[src/rtl/comma_aligner_if.sv]
// Bus between the CDR sampler and the word aligner: serial bit in, framed
// 10-bit symbols plus framing status out.
interface comma_aligner_if;
    logic       Serial;
    logic [9:0] RxParallel_10;
    logic       WordValid;
    logic       CommaDet;
    logic       Aligned;
    logic       Realign;

    modport master (
        output Serial,
        input  RxParallel_10, WordValid, CommaDet, Aligned, Realign
    );

    modport slave (
        input  Serial,
        output RxParallel_10, WordValid, CommaDet, Aligned, Realign
    );
endinterface

[src/rtl/comma_aligner.sv]
// K28.5 word aligner: deserialises the recovered bit stream and locks the
// 10-bit symbol boundary to commas, with lock/loss hysteresis.
module comma_aligner #(
    parameter int LOCK_COUNT = 3,
    parameter int LOSS_COUNT = 4
) (
    input  logic            BitCLK,
    input  logic            Reset,
    comma_aligner_if.slave  bus
);
    typedef enum logic [1:0] {HUNT, CHECK, LOCKED} state_t;

    localparam logic [3:0] LOCK_C = 4'(LOCK_COUNT);
    localparam logic [3:0] LOSS_C = 4'(LOSS_COUNT);

    state_t      state, state_nxt;
    logic [9:0]  window_p0;
    logic [3:0]  cnt_p0;
    logic [3:0]  good, good_nxt, bad, bad_nxt;
    logic        comma, on_bnd, realign_nxt, emit;
    logic [9:0]  word_p1;
    logic        vld_p1, comma_p1, realign_p1;

    function automatic logic [3:0] sat_inc(input logic [3:0] v);
        return (v == 4'd15) ? v : v + 4'd1;
    endfunction

    assign comma  = (window_p0 == 10'h17C) || (window_p0 == 10'h283);
    assign on_bnd = (cnt_p0 == 4'd9);

    always_comb begin
        state_nxt   = state;
        good_nxt    = good;
        bad_nxt     = bad;
        realign_nxt = 1'b0;
        if (comma) begin
            unique case (state)
                HUNT: begin
                    realign_nxt = !on_bnd;
                    good_nxt    = 4'd1;
                    if (LOCK_C == 4'd1) begin
                        state_nxt = LOCKED;
                        bad_nxt   = 4'd0;
                    end else begin
                        state_nxt = CHECK;
                    end
                end
                CHECK: begin
                    if (on_bnd) begin
                        good_nxt = sat_inc(good);
                        if (sat_inc(good) == LOCK_C) begin
                            state_nxt = LOCKED;
                            bad_nxt   = 4'd0;
                        end
                    end else begin
                        realign_nxt = 1'b1;
                        good_nxt    = 4'd1;
                    end
                end
                LOCKED: begin
                    if (on_bnd) begin
                        bad_nxt = 4'd0;
                    end else begin
                        bad_nxt = sat_inc(bad);
                        // Only a sustained run of misplaced commas moves a locked boundary
                        if (sat_inc(bad) == LOSS_C) begin
                            realign_nxt = 1'b1;
                            good_nxt    = 4'd1;
                            state_nxt   = CHECK;
                        end
                    end
                end
                default: state_nxt = HUNT;
            endcase
        end
        emit = on_bnd || realign_nxt;
    end

    // p0: shift window, phase counter and lock state
    always_ff @(posedge BitCLK or negedge Reset) begin
        if (!Reset) begin
            window_p0 <= '0;
            cnt_p0    <= '0;
            state     <= HUNT;
            good      <= '0;
            bad       <= '0;
        end else begin
            window_p0 <= {bus.Serial, window_p0[9:1]};
            cnt_p0    <= emit ? 4'd0 : cnt_p0 + 4'd1;
            state     <= state_nxt;
            good      <= good_nxt;
            bad       <= bad_nxt;
        end
    end

    // p1: framed word and its strobes
    always_ff @(posedge BitCLK or negedge Reset) begin
        if (!Reset) begin
            word_p1    <= '0;
            vld_p1     <= 1'b0;
            comma_p1   <= 1'b0;
            realign_p1 <= 1'b0;
        end else begin
            vld_p1     <= emit;
            comma_p1   <= emit && comma;
            realign_p1 <= realign_nxt;
            if (emit) word_p1 <= window_p0;
        end
    end

    assign bus.RxParallel_10 = word_p1;
    assign bus.WordValid     = vld_p1;
    assign bus.CommaDet      = comma_p1;
    assign bus.Realign       = realign_p1;
    assign bus.Aligned       = (state == LOCKED);
endmodule

[src/flat_wrapper.sv]
// flat-port wrapper written by rule: the top's interface ports become plain ports
module comma_aligner_flat 
#(
    parameter int LOCK_COUNT = 3,
    parameter int LOSS_COUNT = 4
)
  (BitCLK, Reset, bus_Serial, bus_RxParallel_10, bus_WordValid, bus_CommaDet, bus_Aligned, bus_Realign);
  comma_aligner_if bus_i ();
  input  logic BitCLK;
  input  logic Reset;
  input wire logic [$bits(bus_i.Serial)-1:0] bus_Serial;
  output wire logic [$bits(bus_i.RxParallel_10)-1:0] bus_RxParallel_10;
  output wire logic [$bits(bus_i.WordValid)-1:0] bus_WordValid;
  output wire logic [$bits(bus_i.CommaDet)-1:0] bus_CommaDet;
  output wire logic [$bits(bus_i.Aligned)-1:0] bus_Aligned;
  output wire logic [$bits(bus_i.Realign)-1:0] bus_Realign;
  assign bus_i.Serial = bus_Serial;
  assign bus_RxParallel_10 = bus_i.RxParallel_10;
  assign bus_WordValid = bus_i.WordValid;
  assign bus_CommaDet = bus_i.CommaDet;
  assign bus_Aligned = bus_i.Aligned;
  assign bus_Realign = bus_i.Realign;
  comma_aligner #(.LOCK_COUNT(LOCK_COUNT), .LOSS_COUNT(LOSS_COUNT)) u_core (.BitCLK(BitCLK), .Reset(Reset), .bus(bus_i));
endmodule
[config.mk]
export PLATFORM = sky130hd
export DESIGN_NAME = comma_aligner_flat
export DESIGN_NICKNAME = d
export VERILOG_FILES = /design/src/rtl/comma_aligner_if.sv /design/src/rtl/comma_aligner.sv /design/src/flat_wrapper.sv
export SDC_FILE = /design/constraint.sdc
export NUM_CORES = 1
export LEC_CHECK = 0
export ABC_CLOCK_PERIOD_IN_PS = 2200
export BUFFER_PORTS_ARGS = -buffer_cell sky130_fd_sc_hd__buf_2
export CAP_MARGIN = 20
export CORE_MARGIN = 4
export CORE_UTILIZATION = 51
export CTS_BUF_LIST = sky130_fd_sc_hd__clkbuf_8 sky130_fd_sc_hd__clkbuf_16
export DETAILED_ROUTE_END_ITERATION = 16
export PLACE_DENSITY = 0.82
export SLEW_MARGIN = 20
export SYNTH_ARGS = -nofsm -noshare
export SYNTH_HDL_FRONTEND = slang
export SYNTH_SLANG_ARGS = --single-unit
[constraint.sdc]
create_clock -name BitCLK -period 2.2 [get_ports BitCLK]
set_input_delay 0.11 -clock BitCLK [delete_from_list [all_inputs] [get_ports BitCLK]]
set_output_delay 0.11 -clock BitCLK [all_outputs]
set_load 0.02 [all_outputs]
==> out/summary.txt, run 1 <==
number of synthesized flops with an enable pin - 0
number of I/O pins - 17
syn_nets - 135
TritonCTS Buffers - 5
Cell Area, Placed - 0.00184 sq mm
Detailed Route Iter0 Violations - 70
R2R cell count - 5
Avg Synthesized Cell Area - 12.9 sq um
global route overflow - 0
Place WS - 48.0 ps
share of flip-flops with an asynchronous set or reset - 1.00
# DRC - 0
root buf cell - clkbuf_8
die span in x - 65.0 microns
Clock Skew - 8.02 ps
Slew HR - 0.467
leakage - 0.943 nW
Post-Syn Instances - 128
Vert. Die Dim - 65.0 microns
initial antenna violation count - 0
crit start category - flop
Final HPWL DP - 2240 microns
final setup fails - 0
CTS Sinks - 37
status - finished, final reports clean
Placer Congestion - 0.756
Tcrit/Tclk final - 0.974
DP Cell Count - 193
average wire per standard cell - 15.2 microns
Top FF cell, synth - dfrtp_1
first-pass GRT wire length - 5290 microns
first-pass detailed-route iteration total - 4
Finished Cell Area - 0.00200 sq mm
RR Startpoint - u_core.window_p0[5]$_DFF_PN0_
post-synthesis sequential area ratio - 0.559
top cell type's share of synthesized area - 0.559
vias in the first global route - 1165
HP Start - u_core.window_p0[9]$_DFF_PN0_
antenna-violating nets left - 0
H-tree levels - 2
min cycle time layout - 2140 ps
Crit Path Category - flop to flop
Hold Path Stages - 0
Final Instance Count excl. Fillers - 205
final setup margin - 57.7 ps
Setup crit end kind - flop
Vias - 1159
max_cap viols - 0
overall global routing resource usage - 0.166
DIE AREA - 0.00422 sq mm
filler instances - 228
Final Util - 0.651
Initial Util - 0.538
max-slew violation count - 0
Fmax achieved - 467 MHz
reg-to-reg setup timing slack - 60 ps
largest area contributor in the netlist - dfrtp_1
worst hold endpoint - u_core.window_p0[8]$_DFF_PN0_
warnings from Yosys - 0
largest cells by area after synthesis - dfrtp_1 56%, mux2_4 8.2%, ha_1 3.0%
DRT Wirelength - 3120 microns
worst reg2reg path endpoint - u_core.good[1]$_DFFE_PN0P_
core area - 0.00308 sq mm
Least-Margin Pin Slew - 799 ps
largest net degree at the start of global routing - 38
Cell variety after synth - 45
Yosys reg bits - 37
area added between synthesis and finish - 21.0%
layout cells sized above 1 - 0.360
drt via density - 5.65
Worst EP required - 2370 ps
Final Hold Viols - 0
clk slew on worst S/H paths - 70 ps
VDD IR max - 0.000641 V
CTS tree - done
Arr. time, crit path - 2320 ps
Hold Path Class - flop to flop
n_diodes - 0
Clock Tree Buf Depth - 2
layout net count - 168
Rows - 20
Power Density - 1060 mW/mm^2
CP max FO - 4
# port buffers - 16
cell area after synthesis - 0.00166 sq mm
Skew-Pair Late Insertion Delay - 290 ps
==> worst max path at each step <==
stage / from / to / slack, ps
2_1_floorplan: u_core.bad[0]$_DFFE_PN0P_ / u_core.bus.RxParallel_10[1]$_DFFE_PN0P_ / 110
3_3_place_gp: u_core.window_p0[5]$_DFF_PN0_ / u_core.bus.RxParallel_10[0]$_DFFE_PN0P_ / 120
3_5_place_dp: u_core.window_p0[5]$_DFF_PN0_ / u_core.good[1]$_DFFE_PN0P_ / 50
4_1_cts: u_core.window_p0[5]$_DFF_PN0_ / u_core.good[1]$_DFFE_PN0P_ / 30
5_1_grt: u_core.window_p0[5]$_DFF_PN0_ / u_core.good[1]$_DFFE_PN0P_ / -50
6_report: u_core.window_p0[5]$_DFF_PN0_ / u_core.good[1]$_DFFE_PN0P_ / 60
==> metrics by stage <==
| stage | hold slack (ps) | setup TNS [ps] | power, mW |
|---|---|---|---|
| floorplan | -186 | 0 | 1.39 |
| global placement | 218 | 0 | 1.56 |
| detailed placement | 220 | 0 | 1.59 |
| CTS | 419 | 0 | 2.15 |
| global route | 449 | -80.9 | 2.24 |
| finish | 417 | 0 | 2.13 |
==> metal layers <==
layer / routed length [microns] / vias to the layer above / track usage
met5: 0 / - / 0
met4: 40 / 0 / 0.0633
met3: 147 / 5 / 0.0451
met2: 1650 / 29 / 0.294
met1: 1280 / 588 / 0.189
li1: - / 537 / -
==> repair_timing <==
| action | in CTS | in global routing |
|---|---|---|
| buffers inserted | 0 | 3 |
| endpoints found under the setup margin | 0 | 2 |
| hold buffers | 2 | 0 |
| resized for setup | 0 | 3 |
| hold endpoints to repair | 38 | 0 |
==> cells in the final DEF, fill, tap and decap left out, types with 3 or more instances in the layout <==
cell type,n
nor2_1,5
mux2_4,9
buf_2,16
clkbuf_8,5
a21oi_1,7
nand3_1,3
buf_4,9
o21ai_0,3
nand2_1,7
ha_1,4
dfrtp_1,37
==> critical path, stage by stage (launching register included) <==
cell and delay [ps]:
dfrtp_1 410, or4b_1 510, or4_4 470, a22oi_2 270, nand3_2 130, a22o_1 240
==> sequential cells by signal (all words and copies together), names as in the netlist <==
signal and cells:
u_core.bus.CommaDet 1, u_core.bad 4, u_core.state 2, u_core.good 4
u_core.bus.WordValid 1, u_core.cnt_p0 4, u_core.window_p0 10, u_core.bus.Realign 1
u_core.bus.RxParallel_10 10
==> cells by family (layout without fill, tap and decap cells) <==
group,count (synthesis),count (layout),synth area share
adder cells (fa/ha/maj),4,4,0.0302
XOR/XNOR,3,3,0.0159
AO/OA/AOI/OAI,27,27,0.120
flip-flops,37,37,0.559
buffers and inverters,5,38,0.0166
multiplexers,12,12,0.101
AND/OR/NAND/NOR,40,40,0.156
==> where the power goes <==
group          internal [mW]  total (mW)  switching, mW
combinational          0.329       0.660          0.331
sequential             0.825       0.916         0.0912
clock                  0.329       0.557          0.227
==> Yosys cell counts (3+ instances only) <==
| master | instances |
|---|---|
| nor2_1 | 5 |
| a21oi_1 | 7 |
| o21ai_0 | 3 |
| nand2_1 | 7 |
| mux2_4 | 9 |
| dfrtp_1 | 37 |
| ha_1 | 4 |
| nand3_1 | 4 |
==> layout make-up <==
type | count | area (sq um) | area share
timing repair buffer | 28 | 188 | 0.0937
sequential | 37 | 926 | 0.462
tap | 44 | 55.1 | 0.0275
clock inverter | 2 | 35.0 | 0.0175
inverter | 3 | 11.3 | 0.00562
multi-input combinational | 86 | 719 | 0.359
clock buffer | 5 | 68.8 | 0.0344
(Power assumes the default switching activity.)
==> inputs of run 2 (changes only) <==
==> constraint.sdc (replaced) <==
create_clock -name BitCLK -period 2.2 [get_ports BitCLK]
set_input_delay 0.44 -clock BitCLK [delete_from_list [all_inputs] [get_ports BitCLK]]
set_output_delay 0.44 -clock BitCLK [all_outputs]
set_load 0.02 [all_outputs]
==> out/summary.txt, run 2 (synthesis gave the netlist of run 1 again) <==
max-slew violation count - 0
CP max FO - 4
Total Power - 2.13 mW
CTS tree - done
DP Cell Count - 193
largest net degree at the start of global routing - 38
Hold Path Class - input pin to asynchronous set/reset pin
DRT Wirelength - 3140 microns
layout net count - 166
Worst Hold Margin - 234 ps
Slew HR - 0.474
Clock Skew - 7.23 ps
global route overflow - 0
antenna-violating nets left - 0
commonest non-fill, non-tap cell in the layout - dfrtp_1
Final Hold Viols - 0
GR Layer Usage met2 - 0.291
area added between synthesis and finish - 19.8%
number of I/O pins - 17
DIE AREA - 0.00422 sq mm
Fmax achieved - 466 MHz
GRT busiest layer - met2
Vert. Die Dim - 65.0 microns
first-pass GRT wire length - 5260 microns
Rows - 20
CTS Sinks - 37
min cycle time layout - 2150 ps
# port buffers - 16
vias in the first global route - 1155
Clock Tree Buf Depth - 2
max_cap viols - 0
Placer Congestion - 0.756
first-pass detailed-route iteration total - 5
commonest non-fill, non-tap cells in the layout - 37 x dfrtp_1, 16 x buf_2, 9 x mux2_4, 9 x buf_4
Power Density - 1070 mW/mm^2
status - finished, final reports clean
Worst EP required - 2370 ps
core area - 0.00308 sq mm
overall global routing resource usage - 0.165
Arr. time, crit path - 2320 ps
Final HPWL DP - 2240 microns
initial antenna violation count - 0
TritonCTS Buffers - 5
M3 GR Usage - 0.0468
crit start category - flop
die span in x - 65.0 microns
Final Instance Count excl. Fillers - 203
Initial Util - 0.538
Final Util - 0.644
drt via density - 5.65
Crit Path Category - flop to flop
Setup crit end kind - flop
clk slew on worst S/H paths - 70 ps
layout cells sized above 1 - 0.365
Setup TNS - 0 ps
Detailed Route Iter0 Violations - 56
average wire per standard cell - 15.5 microns
VDD IR max - 0.000677 V
H-tree levels - 2
final setup fails - 0
leakage - 0.935 nW
root buf cell - clkbuf_8
Tcrit/Tclk final - 0.976
Least-Margin Pin Slew - 789 ps
GR Util met1 - 0.188
# DRC - 0
n_diodes - 0
Vias - 1146
Skew-Pair Late Insertion Delay - 280 ps
[run 2: critical path: stages (launching register included)]
cell     delay [ps]
dfrtp_1         410
or4b_1          510
or4_4           480
a22oi_2         280
nand3_2         130
a22o_1          240
[run 2: layer usage]
metal	part of all wire	up-vias
met5	0	-
met4	0.013	0
met3	0.048	5
met2	0.52	29
met1	0.42	579
li1	-	533
[run 2: path summary, 6_finish.rpt]
kind / depth (start not counted) / endpoint / slack (ps) / start
setup / recovery: 5 / u_core.good[1]$_DFFE_PN0P_ / 50 / u_core.window_p0[5]$_DFF_PN0_
hold / removal: 1 / u_core.bus.RxParallel_10[1]$_DFFE_PN0P_ / 230 / Reset
setup reg to reg: 5 / u_core.good[1]$_DFFE_PN0P_ / 50 / u_core.window_p0[5]$_DFF_PN0_
hold reg to reg: 0 / u_core.window_p0[8]$_DFF_PN0_ / 420 / u_core.window_p0[9]$_DFF_PN0_
max in group asynchronous: 1 / u_core.window_p0[4]$_DFF_PN0_ / 1470 / Reset
min in group BitCLK: 1 / u_core.window_p0[9]$_DFF_PN0_ / 260 / bus_Serial
[run 2: power by group]
group	leakage, nW	total, mW	internal, mW	switching [mW]
sequential	0.460	0.917	0.825	0.0919
clock	0.0540	0.556	0.329	0.227
combinational	0.421	0.658	0.326	0.332
total	0.935	2.13	1.48	0.650
[run 2: area by class of cell]
class | instances | area [sq um]
Fill cell | 232 | 1090
Sequential cell | 37 | 926
Multi-Input combinational cell | 86 | 719
Timing Repair Buffer | 26 | 168
Clock buffer | 5 | 68.8
Tap cell | 44 | 55.1
Clock inverter | 2 | 35.0
Inverter | 3 | 11.3
[run 2: repair_timing]
action,CTS,global route
hold buffers,0,0
buffers inserted,0,3
setup endpoints to repair,0,2
gates resized for setup,0,3
[run 2: per-stage QoR]
step | setup slack (ps) | cell area (sq um)
finish | 53.0 | 1980
global route | -48.2 | 1980
CTS | 27.1 | 1940
detailed placement | 48.0 | 1840
global placement | 116 | 1840
floorplan | 113 | 1660
==> inputs of run 3 (changes only) <==
--- a/config.mk
+++ b/config.mk
@@ -12,7 +12,8 @@
 export CORE_UTILIZATION = 51
 export CTS_BUF_LIST = sky130_fd_sc_hd__clkbuf_8 sky130_fd_sc_hd__clkbuf_16
 export DETAILED_ROUTE_END_ITERATION = 16
-export PLACE_DENSITY = 0.82
+export PLACE_DENSITY_LB_ADDON = 0.15
+export SETUP_SLACK_MARGIN = 0.3
 export SLEW_MARGIN = 20
 export SYNTH_ARGS = -nofsm -noshare
 export SYNTH_HDL_FRONTEND = slang
==> out/summary.txt, run 3 (synthesis gave the netlist of run 1 again) <==
Hold Path Class - input pin to asynchronous set/reset pin
crit start category - flop
R2R cell count - 6
final setup fails - 0
antenna-violating nets left - 0
Total Power - 2.18 mW
Place WS - -131 ps
Finished Cell Area - 0.00217 sq mm
DRT Wirelength - 3520 microns
core area - 0.00308 sq mm
Tcrit/Tclk final - 0.956
Vias - 1176
Rows - 20
Fmax achieved - 476 MHz
first-pass detailed-route iteration total - 6
worst reg2reg path endpoint - u_core.good[3]$_DFFE_PN0P_
n_diodes - 0
global route overflow - 0
vias in the first global route - 1201
H-tree levels - 2
Initial Util - 0.538
min cycle time layout - 2100 ps
Setup crit end kind - flop
CP max FO - 3
hold buffers post-CTS - 0
Least-Margin Pin Slew - 802 ps
Placer Congestion - 0.798
Power Density - 1000 mW/mm^2
TritonCTS Buffers - 5
drt via density - 5.50
Cell Area, Placed - 0.00189 sq mm
# port buffers - 16
unrepaired setup endpoints after global routing - true
number of I/O pins - 17
largest net degree at the start of global routing - 38
VDD IR max - 0.000930 V
max_cap viols - 0
DIE AREA - 0.00422 sq mm
CTS tree - done
RR Startpoint - u_core.window_p0[4]$_DFF_PN0_
filler instances - 230
Skew-Pair Late Insertion Delay - 290 ps
first-pass GRT wire length - 5840 microns
Arr. time, crit path - 2270 ps
commonest non-fill, non-tap cells in the layout - 36 x dfrtp_1, 16 x buf_2, 15 x buf_4
area added between synthesis and finish - 31.4%
reg-to-reg setup timing slack - 100 ps
# DRC - 0
CTS Sinks - 37
Slew HR - 0.465
Clock Skew - 8.49 ps
Worst EP required - 2370 ps
leakage - 0.992 nW
max-slew violation count - 0
layout cells sized above 1 - 0.465
Vert. Die Dim - 65.0 microns
Crit Path Category - flop to flop
Clock Tree Buf Depth - 2
average wire per standard cell - 16.4 microns
layout net count - 176
Detailed Route Iter0 Violations - 56
clk slew on worst S/H paths - 80 ps
Final Hold Viols - 0
status - finished, final reports clean
Final HPWL DP - 2270 microns
root buf cell - clkbuf_8
die span in x - 65.0 microns
overall global routing resource usage - 0.186
commonest non-fill, non-tap cell in the layout - dfrtp_1
final setup margin - 97.4 ps
initial antenna violation count - 0
run 3: cell count changes in the layout (fill, tap and decap cells not counted), sizes merged:
cell   delta
inv       +1
buf       +9
a21oi     +1
run 3: per-stage QoR:
stage / hold WS [ps] / utilization / std cells / TNS, ps
finish: 233 / 0.707 / 214 / 0
global route: 250 / 0.707 / 214 / 0
CTS: 259 / 0.676 / 210 / 0
detailed placement: 406 / 0.613 / 197 / -1040
global placement: 400 / 0.613 / 197 / -576
floorplan: 144 / - / 128 / 0
run 3: power breakdown:
| group | switching (mW) | internal [mW] | leakage, nW |
|---|---|---|---|
| registers | 0.101 | 0.825 | 0.459 |
| logic | 0.346 | 0.328 | 0.474 |
| clock network | 0.242 | 0.336 | 0.0595 |
run 3: metal layers:
| metal | share of wire | GRT usage | vias up |
|---|---|---|---|
| li1 | - | - | 563 |
| met4 | 0.0051 | 0.0554 | 0 |
| met3 | 0.027 | 0.0520 | 2 |
| met1 | 0.45 | 0.230 | 590 |
| met2 | 0.52 | 0.317 | 21 |
| met5 | 0 | 0 | - |
run 3: what timing repair did:
action | 4_1_cts | 5_1_grt
setup endpoints to repair | 26 | 28
pin swaps | 7 | 6
gates cloned | 1 | 0
setup buffers | 4 | 4
hold endpoints to repair | 0 | 0
resized for setup | 9 | 17
run 3: cell type report:
cell class	count	area, sq um	share of cell area
Inverter	3	13.8	0.00633
Timing Repair Buffer	35	238	0.109
Clock buffer	5	68.8	0.0316
Tap cell	44	55.1	0.0253
Multi-Input combinational cell	87	830	0.381
Sequential cell	37	927	0.426
Clock inverter	3	42.5	0.0196
run 3: how the worst max path moves through the flow:
| stage | start | endpoint | slack, ps | cells after the start |
|---|---|---|---|---|
| floorplan | u_core.window_p0[4]$_DFF_PN0_ | u_core.bus.RxParallel_10[1]$_DFFE_PN0P_ | 120 | 6 |
| global placement | u_core.bad[1]$_DFFE_PN0P_ | u_core.bus.RxParallel_10[0]$_DFFE_PN0P_ | -90 | 6 |
| detailed placement | u_core.bad[1]$_DFFE_PN0P_ | u_core.bus.RxParallel_10[0]$_DFFE_PN0P_ | -130 | 6 |
| CTS | u_core.window_p0[4]$_DFF_PN0_ | u_core.good[1]$_DFFE_PN0P_ | 80 | 5 |
| global route | u_core.window_p0[4]$_DFF_PN0_ | u_core.good[2]$_DFFE_PN0P_ | 30 | 6 |
| finish | u_core.window_p0[4]$_DFF_PN0_ | u_core.good[3]$_DFFE_PN0P_ | 100 | 6 |
run 3: critical path: stages, from the launching register on:
cell     delay, ps
dfrtp_1        380
or4b_4         530
or4_4          490
a22oi_2        230
buf_4          160
and2_4         130
a21oi_1         60
